$ cat src/rtl/game_flow_ctrl.sv
// game_flow_ctrl: game-flow sequencer for the VGA display path.
// Steps TITLE -> LOAD1 -> PLAY1 -> WIN1 -> LOAD2 -> PLAY2 -> WIN2 -> TITLE,
// drives the mode flags and staggers per-object enables one reveal step at a time.
// Ports:
//   Clk, Reset      : clock, synchronous active-high reset
//   frame_clk       : VGA vsync, rising edge = one frame tick
//   start_key       : Enter key level (rising edge used)
//   level_done      : all blocks of the current level painted
//   ball_dead       : a ball was lost
//   title, pstart, level_one, level_two, level_active : registered mode flags
//   level_load      : one-cycle pulse on entry to a load state
//   block_ready     : per-block draw/collide enables
//   rect_ready      : per-rectangle draw/collide enables
module game_flow_ctrl #(
  parameter int unsigned BLINK_FRAMES    = 30,
  parameter int unsigned REVEAL_FRAMES   = 4,
  parameter int unsigned WIN_HOLD_FRAMES = 120
) (
  input  logic       Clk,
  input  logic       Reset,
  input  logic       frame_clk,
  input  logic       start_key,
  input  logic       level_done,
  input  logic       ball_dead,
  output logic       title,
  output logic       pstart,
  output logic       level_one,
  output logic       level_two,
  output logic       level_active,
  output logic       level_load,
  output logic [0:9] block_ready,
  output logic [0:2] rect_ready
);

  localparam int unsigned CNT_W = 8;
  localparam int unsigned IDX_W = 4;

  localparam logic [CNT_W-1:0] BLINK_LAST  = CNT_W'(BLINK_FRAMES - 1);
  localparam logic [CNT_W-1:0] REVEAL_LAST = CNT_W'(REVEAL_FRAMES - 1);
  localparam logic [CNT_W-1:0] WIN_LAST    = CNT_W'(WIN_HOLD_FRAMES - 1);
  localparam logic [IDX_W-1:0] L1_BLOCKS   = IDX_W'(5);
  localparam logic [IDX_W-1:0] L2_BLOCKS   = IDX_W'(10);

  typedef enum logic [2:0] {
    S_TITLE, S_LOAD1, S_PLAY1, S_WIN1, S_LOAD2, S_PLAY2, S_WIN2
  } state_e;

  state_e             state_q, state_d;
  logic [CNT_W-1:0]   cnt_q, cnt_d;
  logic [IDX_W-1:0]   idx_q, idx_d;
  logic [0:9]         blk_q, blk_d;
  logic [0:2]         rect_q, rect_d;
  logic               title_q, title_d;
  logic               pstart_q, pstart_d;
  logic               level_one_q, level_one_d;
  logic               level_two_q, level_two_d;
  logic               level_active_q, level_active_d;
  logic               level_load_q, level_load_d;
  logic               fsync1_q, fsync2_q, fsync3_q;
  logic               tick_q, tick_d;
  logic               start_prev_q;
  logic               start_edge_c;
  logic               entering_c;
  logic               to_load_c;
  logic               load1_c;
  logic [IDX_W-1:0]   nblocks_c;

  // Next-state, reveal sequencing and registered-output computation.
  always_comb begin
    state_d      = state_q;
    cnt_d        = tick_q ? cnt_q + CNT_W'(1) : cnt_q;
    idx_d        = idx_q;
    blk_d        = blk_q;
    rect_d       = rect_q;
    pstart_d     = pstart_q;
    tick_d       = fsync2_q & ~fsync3_q;
    start_edge_c = start_key & ~start_prev_q;
    load1_c      = (state_q == S_LOAD1);
    nblocks_c    = load1_c ? L1_BLOCKS : L2_BLOCKS;

    case (state_q)
      S_TITLE: begin
        if (start_edge_c) begin
          state_d = S_LOAD1;
        end else if (tick_q && cnt_q == BLINK_LAST) begin
          pstart_d = ~pstart_q;
          cnt_d    = '0;
        end
      end
      S_LOAD1, S_LOAD2: begin
        if (tick_q && cnt_q == REVEAL_LAST) begin
          cnt_d = '0;
          if (idx_q < nblocks_c) begin
            blk_d[idx_q] = 1'b1;
            idx_d        = idx_q + IDX_W'(1);
          end else begin
            // Step after the last block enables the rectangles and starts play.
            rect_d  = load1_c ? 3'b100 : 3'b111;
            state_d = load1_c ? S_PLAY1 : S_PLAY2;
          end
        end
      end
      S_PLAY1: begin
        if (level_done)     state_d = S_WIN1;
        else if (ball_dead) state_d = S_LOAD1;
      end
      S_PLAY2: begin
        if (level_done)     state_d = S_WIN2;
        else if (ball_dead) state_d = S_LOAD2;
      end
      S_WIN1: begin
        if (start_edge_c || (tick_q && cnt_q == WIN_LAST)) state_d = S_LOAD2;
      end
      S_WIN2: begin
        if (start_edge_c || (tick_q && cnt_q == WIN_LAST)) state_d = S_TITLE;
      end
      default: state_d = S_TITLE;
    endcase

    entering_c = (state_d != state_q);
    to_load_c  = (state_d == S_LOAD1) || (state_d == S_LOAD2);

    // State entry overrides any same-cycle tick update.
    if (entering_c) begin
      cnt_d = '0;
      if (to_load_c) begin
        idx_d  = '0;
        blk_d  = '0;
        rect_d = '0;
      end
      if (state_d == S_TITLE) begin
        blk_d    = '0;
        rect_d   = '0;
        pstart_d = 1'b1;
      end
    end
    if (state_d != S_TITLE) pstart_d = 1'b0;

    title_d        = (state_d == S_TITLE);
    level_one_d    = (state_d == S_LOAD1) || (state_d == S_PLAY1) || (state_d == S_WIN1);
    level_two_d    = (state_d == S_LOAD2) || (state_d == S_PLAY2) || (state_d == S_WIN2);
    level_active_d = (state_d == S_PLAY1) || (state_d == S_PLAY2);
    level_load_d   = entering_c && to_load_c;
  end

  // State, counters, synchronizer and output registers.
  always_ff @(posedge Clk) begin
    if (Reset) begin
      state_q        <= S_TITLE;
      cnt_q          <= '0;
      idx_q          <= '0;
      blk_q          <= '0;
      rect_q         <= '0;
      title_q        <= 1'b1;
      pstart_q       <= 1'b1;
      level_one_q    <= 1'b0;
      level_two_q    <= 1'b0;
      level_active_q <= 1'b0;
      level_load_q   <= 1'b0;
      fsync1_q       <= 1'b0;
      fsync2_q       <= 1'b0;
      fsync3_q       <= 1'b0;
      tick_q         <= 1'b0;
      start_prev_q   <= 1'b0;
    end else begin
      state_q        <= state_d;
      cnt_q          <= cnt_d;
      idx_q          <= idx_d;
      blk_q          <= blk_d;
      rect_q         <= rect_d;
      title_q        <= title_d;
      pstart_q       <= pstart_d;
      level_one_q    <= level_one_d;
      level_two_q    <= level_two_d;
      level_active_q <= level_active_d;
      level_load_q   <= level_load_d;
      fsync1_q       <= frame_clk;
      fsync2_q       <= fsync1_q;
      fsync3_q       <= fsync2_q;
      tick_q         <= tick_d;
      start_prev_q   <= start_key;
    end
  end

  assign title        = title_q;
  assign pstart       = pstart_q;
  assign level_one    = level_one_q;
  assign level_two    = level_two_q;
  assign level_active = level_active_q;
  assign level_load   = level_load_q;
  assign block_ready  = blk_q;
  assign rect_ready   = rect_q;

endmodule

$ cat config.mk
export PLATFORM = sky130hd
export DESIGN_NAME = game_flow_ctrl
export DESIGN_NICKNAME = d
export VERILOG_FILES = /design/src/rtl/game_flow_ctrl.sv
export SDC_FILE = /design/constraint.sdc
export NUM_CORES = 1
export LEC_CHECK = 0
export BUFFER_PORTS_ARGS = -buffer_cell sky130_fd_sc_hd__clkbuf_2
export CAP_MARGIN = 20
export CORE_AREA = 5 5 76 78
export CTS_CLUSTER_SIZE = 28
export DETAILED_ROUTE_END_ITERATION = 10
export DIE_AREA = 0 0 81 83
export SETUP_SLACK_MARGIN = 0.1
export SYNTH_ARGS = -nofsm -noshare
export SYNTH_HDL_FRONTEND = slang
export SYNTH_SLANG_ARGS = --single-unit
$ cat constraint.sdc
create_clock -name Clk -period 4.3 [get_ports Clk]
set_clock_uncertainty 0.1 [all_clocks]
set_input_delay 1.075 -clock Clk [delete_from_list [all_inputs] [get_ports Clk]]
set_output_delay 1.075 -clock Clk [all_outputs]
set_load 0.1 [all_outputs]
# --- Word level (Yosys, flattened, before mapping) ---
# Cells that the tools add are included.
op_classes:
  addsub: 2
  mul: 0
  div: 0
  n_lt_le_gt_ge: 3
  n_eq_ne: 16
  shifts: 0
  muxes: 43
  bitwise_logic: 7
  n_reduce_logical: 17
ops:
  columns: ["cell", "n"]
  rows:
  - ["$mux W10", 6]
  - ["$mux W3", 16]
  - ["$mux W8", 4]
  - ["$mux W4", 6]
  - ["$eq A3 B3 Y1 const B", 6]
  - ["$pmux W3 S6", 1]
  - ["$pmux W8 S2", 1]
  - ["$eq A3 B2 Y1 const B", 4]
  - ["$or A10 B10 Y10", 1]
  - ["$add A8 B1 Y8 const B", 1]
  - ["$eq A8 B2 Y1 const B", 1]
  - ["$eq A8 B5 Y1 const B", 1]
  - ["$eq A8 B7 Y1 const B", 1]
  - ["$logic_or A1 B1 Y1", 7]
  - ["$mux W1", 7]
  - ["$eq A3 B1 Y1 const B", 2]
  - ["$logic_not A3 Y1", 2]
  - ["$ge A5 B5 Y1 const B", 1]
  - ["$logic_and A1 B1 Y1", 5]
  - ["$lt A5 B1 Y1 const B", 1]
  - ["$not A4 Y5", 1]
  - ["$add A4 B1 Y4 const B", 1]
  - ["$demux W1 S4", 1]
  - ["$lt A4 B4 Y1", 1]
  - ["other kinds (6)", 10]
totals:
  ff_bits: 39
  latch_bits: 0
  ramBits: 0
  rom_bits: 0
  wordCells: 104
  n_memories: 0

# --- Logic depth before layout (Yosys ltp) ---
depth:
  depth_word: 12
  ltp_mapped: 9
  depth_no_buf: 7

# --- Worst setup path after synthesis ---
# OpenSTA, ideal clock, no wires.
synth_path:
  kind: "input port to flip-flop"
  startpoint: "input start_key"
  endpoint: "register blk_q, in the netlist block_ready[0]"
  setup_time_ns: 0.117
  t_arrival_ns: 2.288
  required_ns: 4.083
  setup_slack_ns: 1.795
  path_stages: 7
  cell_sequence: "nand2b_1 o21a_1 nor2_1 or2_2 a211oi_2 buf_6 nor2_2"
synth_via:
  elab_chain_cells: 9
  elab_cells_between_ends: 14
  cone_classes: "3 x eq/ne; 7 x mux; 1 x bitwise; 3 x reduce/logical"
synth_rtl:
  columns: ["item", "line_no", "rtl"]
  rows:
  - ["from (decl)", "22", "input logic start_key,"]
  - ["$and A1 B1 Y1 *", "77", "start_edge_c = start_key & ~start_prev_q;"]
  - ["$logic_or A1 B1 Y1", "112, 115", null]
  - ["$mux W3, on equally long branches", "115, 112", null]
  - ["$pmux W3 S6 *", "81", "case (state_q)"]
  - ["$eq A3 B1 Y1 or $eq A3 B3 Y1 (tied branches)", "121", "to_load_c = (state_d == S_LOAD1) || (state_d == S_LOAD2);"]
  - ["$logic_or A1 B1 Y1", "121", null]
  - ["$mux W10", "126", "if (to_load_c) begin"]
  - ["$mux W10", "131", "if (state_d == S_TITLE) begin"]
  - ["$mux W10 *", "124", "if (entering_c) begin"]
  - ["to (signal assigned)", "169", "blk_q <= blk_d;"]
  - ["to (decl)", "51", "logic [0:9] blk_q, blk_d;"]
# Mark *: on every way between the ends. The rest lies on a longest branch, timed or not.
# A chain may end at the register's enable or synchronous reset.

# --- Worst setup path in the final report ---
layout_path:
  startpoint: "input start_key"
  endpoint: "register cnt_q[1]"
layout_via:
  elab_chain_cells: 6
  elab_cells_between_ends: 10
  cone_classes: "1 x eq/ne; 6 x mux; 1 x bitwise; 2 x reduce/logical"
layout_rtl:
  columns: ["item", "line_no", "rtl"]
  rows:
  - ["$and A1 B1 Y1 *", "77", null]
  - ["$logic_or A1 B1 Y1", "112, 115", null]
  - ["$mux W3, on equally long branches", "115, 112", null]
  - ["$pmux W3 S6", "81", null]
  - ["$ne A3 B3 Y1", "120", "entering_c = (state_d != state_q);"]
  - ["$reduce_or A2 Y1 (no line)", null, null]
  - ["to (signal assigned)", "167", "cnt_q <= cnt_d;"]
  - ["to (decl)", "49", "logic [CNT_W-1:0] cnt_q, cnt_d;"]
# Marks and branches as above.

==> flow_summary.json <==
{
  "die_area_mm2": 0.006723,
  "crit_family": "compound AO/OA/AOI/OAI gates",
  "yosysTopAreaCellShare": 0.4049,
  "cp_max_fo": 8,
  "coreArea_mm2": 0.005010,
  "synth.area.top_cells": "dfxtp_1, nor2_1, a21oi_1",
  "crit_path_start_kind": "input pin",
  "p_total_mw": 0.9703,
  "cp-end-kind": "flop",
  "cts-resized-gates": 0,
  "synthCells": 209,
  "vdd_drop_max_mv": 0.2034,
  "synthTopCellsByCount": "dfxtp_1, nor2_1, a21oi_1",
  "wl_um": 3955,
  "avgSynthCellArea_um2": 9.225,
  "cp.depth": 7,
  "clock_sinks": 39,
  "period_share": 0.6071,
  "cp_slowest_cell": "nand4bb_1",
  "synth_top_cell_by_area": "dfxtp_1",
  "ioPinCount": 25,
  "crit_buf_inv": 1,
  "timing_hold_violations_final": 0,
  "first_pass_iters": 4,
  "synth_edf_count": 0,
  "postRouteAntennaNets": 0,
  "grt_max_degree": 18,
  "antenna_found_initial": 0,
  "hold_slack_ps": 289.8,
  "critPathArrivalTime_ps": 2720,
  "crit_path_max_incr_delay_ps": 410,
  "die_h_um": 83,
  "drive_above_1_share": 0.2318,
  "syn2layout_area_growth_pct": 14.60,
  "rsz0062_at_grt": "false",
  "clk_latency_ps": 290,
  "wl_per_cell_um": 13.05,
  "synth_area_mm2": 0.001928,
  "drt_iter0_drc": 80,
  "drv_cap": 0,
  "finalSetupTns_ps": 0,
  "via_count": 1495,
  "grt_use_total": 0.1303,
  "dieWidth_um": 81,
  "slew_violations": 0,
  "portBuffers": 24,
  "yosysUniqueCellTypes": 51,
  "p_leak_nw": 0.8572,
  "hold_class": "reg2reg",
  "numCtsBuffers": 5,
  "ys_seq_area_frac": 0.4049,
  "cts_tree": "built",
  "routabilityCongestion": 0.9011,
  "place_ws_ps": 1359,
  "via_per_inst": 4.934,
  "drcViolationCount": 0,
  "synth-warning-count": 0,
  "path_class": "in2reg",
  "diodes": 0,
  "tightestPinTransition_ps": 601.9,
  "min_period_ps": 2611,
  "post-route-util": 0.4411,
  "critPathRequiredTime_ps": 4410,
  "hold_path_depth": 1,
  "fmax_mhz": 383.1,
  "cts_buffer_depth": 2,
  "outcome": "complete, no violations",
  "synth.net_count": 221,
  "hold_buffers": 0,
  "ys_async_sr_fraction": 0,
  "worst_slew_margin_rel": 0.5982,
  "powerDensity_mw_per_mm2": 439.1,
  "overflow": 0,
  "initial_utilization": 0.3849,
  "clk_pin_slew_ps": 70,
  "fin_ws_ps": 1689,
  "clock-root-buffer": "clkbuf_8",
  "synth_seq_cells": 39,
  "yosysMostFrequentCell": "dfxtp_1",
  "worstPathCellList": "clkbuf_2, nand2b_1, o21ai_2, a2bb2oi_1, o311a_1, nand4bb_1, a211oi_2",
  "synthFlopType": "dfxtp_1",
  "rr_worst_depth": 6,
  "htree_levels": 2,
  "grt_pass1_vias": 1472,
  "post-cts-setup-buffers": 0,
  "grt_pass1_wl_um": 7065,
  "rows": 26,
  "hpwl_um": 2896,
  "setup_viol": 0,
  "nNetsFinal": 244
}
[per-stage QoR]
step | cells | area [um2]
finish | 303 | 2210
floorplan | 209 | 1928
global route | 303 | 2210
CTS | 303 | 2210
detailed placement | 295 | 2092
global placement | 295 | 2092
[logic make-up (layout without fill, tap and decap cells)]
family / count (synthesis) / after routing / synth area share
AO/OA/AOI/OAI: 51 / 51 / 0.2051
buffers and inverters: 16 / 40 / 0.04024
flip-flops: 39 / 39 / 0.4049
XOR/XNOR: 10 / 10 / 0.04542
AND/OR/NAND/NOR: 86 / 86 / 0.2602
multiplexers: 1 / 1 / 0.005192
adder cells (fa/ha/maj): 6 / 6 / 0.03893
[layout make-up]
type | count | area [um2]
Clock buffer | 6 | 82.58
Inverter | 7 | 26.28
Sequential cell | 39 | 780.7
Multi-Input combinational cell | 154 | 1070
Tap cell | 70 | 87.58
Timing Repair Buffer | 25 | 127.6
Fill cell | 534 | 2800
Clock inverter | 2 | 35.03
[placed cells by master (no fill, tap or decap), drive strengths merged, types with 2 or more instances in the layout]
cell	count
o21ai	6
a21o	6
xor2	4
a21oi	16
xnor2	6
nand4bb	2
a31oi	3
clkbuf	30
nor4	2
nor2	35
ha	6
nor3	5
or3	2
a211oi	4
o211a	4
inv	7
nand4	7
nor2b	6
dfxtp	39
and2	3
nand2	9
nand2b	4
nand3	3
nor3b	2
o21a	4
[final timing paths]
check                                 from        to  slack [ps]
worst max register to register  state_q[1]  cnt_q[1]        1830
worst min register to register    fsync3_q    tick_q         290
worst min-delay path              fsync3_q    tick_q         290
worst max-delay path             start_key  cnt_q[1]        1690
[routing by layer]
| layer | GRT usage | up-vias | wire length (um) |
|---|---|---|---|
| met3 | 0.02489 | 6 | 139 |
| met4 | 0.04608 | 0 | 69 |
| met1 | 0.1856 | 683 | 2060 |
| met2 | 0.1934 | 24 | 1686 |
| li1 | - | 782 | - |
| met5 | 0 | - | 0 |
[state kept, by name, summed over array words and instances, names as in the netlist]
name          flops
level_one         1
level_active      1
cnt_q             8
idx_q             4
title             1
fsync1_q          1
level_two         1
rect_ready        3
tick_q            1
block_ready      10
pstart            1
state_q           3
fsync3_q          1
level_load        1
start_prev_q      1
fsync2_q          1
[power breakdown]
| group | leakage [nW] | switching, mW | total, mW | internal (mW) |
|---|---|---|---|---|
| sequential | 0.317 | 0.0231 | 0.402 | 0.379 |
| clock | 0.0612 | 0.131 | 0.319 | 0.188 |
| combinational | 0.479 | 0.177 | 0.250 | 0.0731 |
Power figures use the tool's default switching activity.
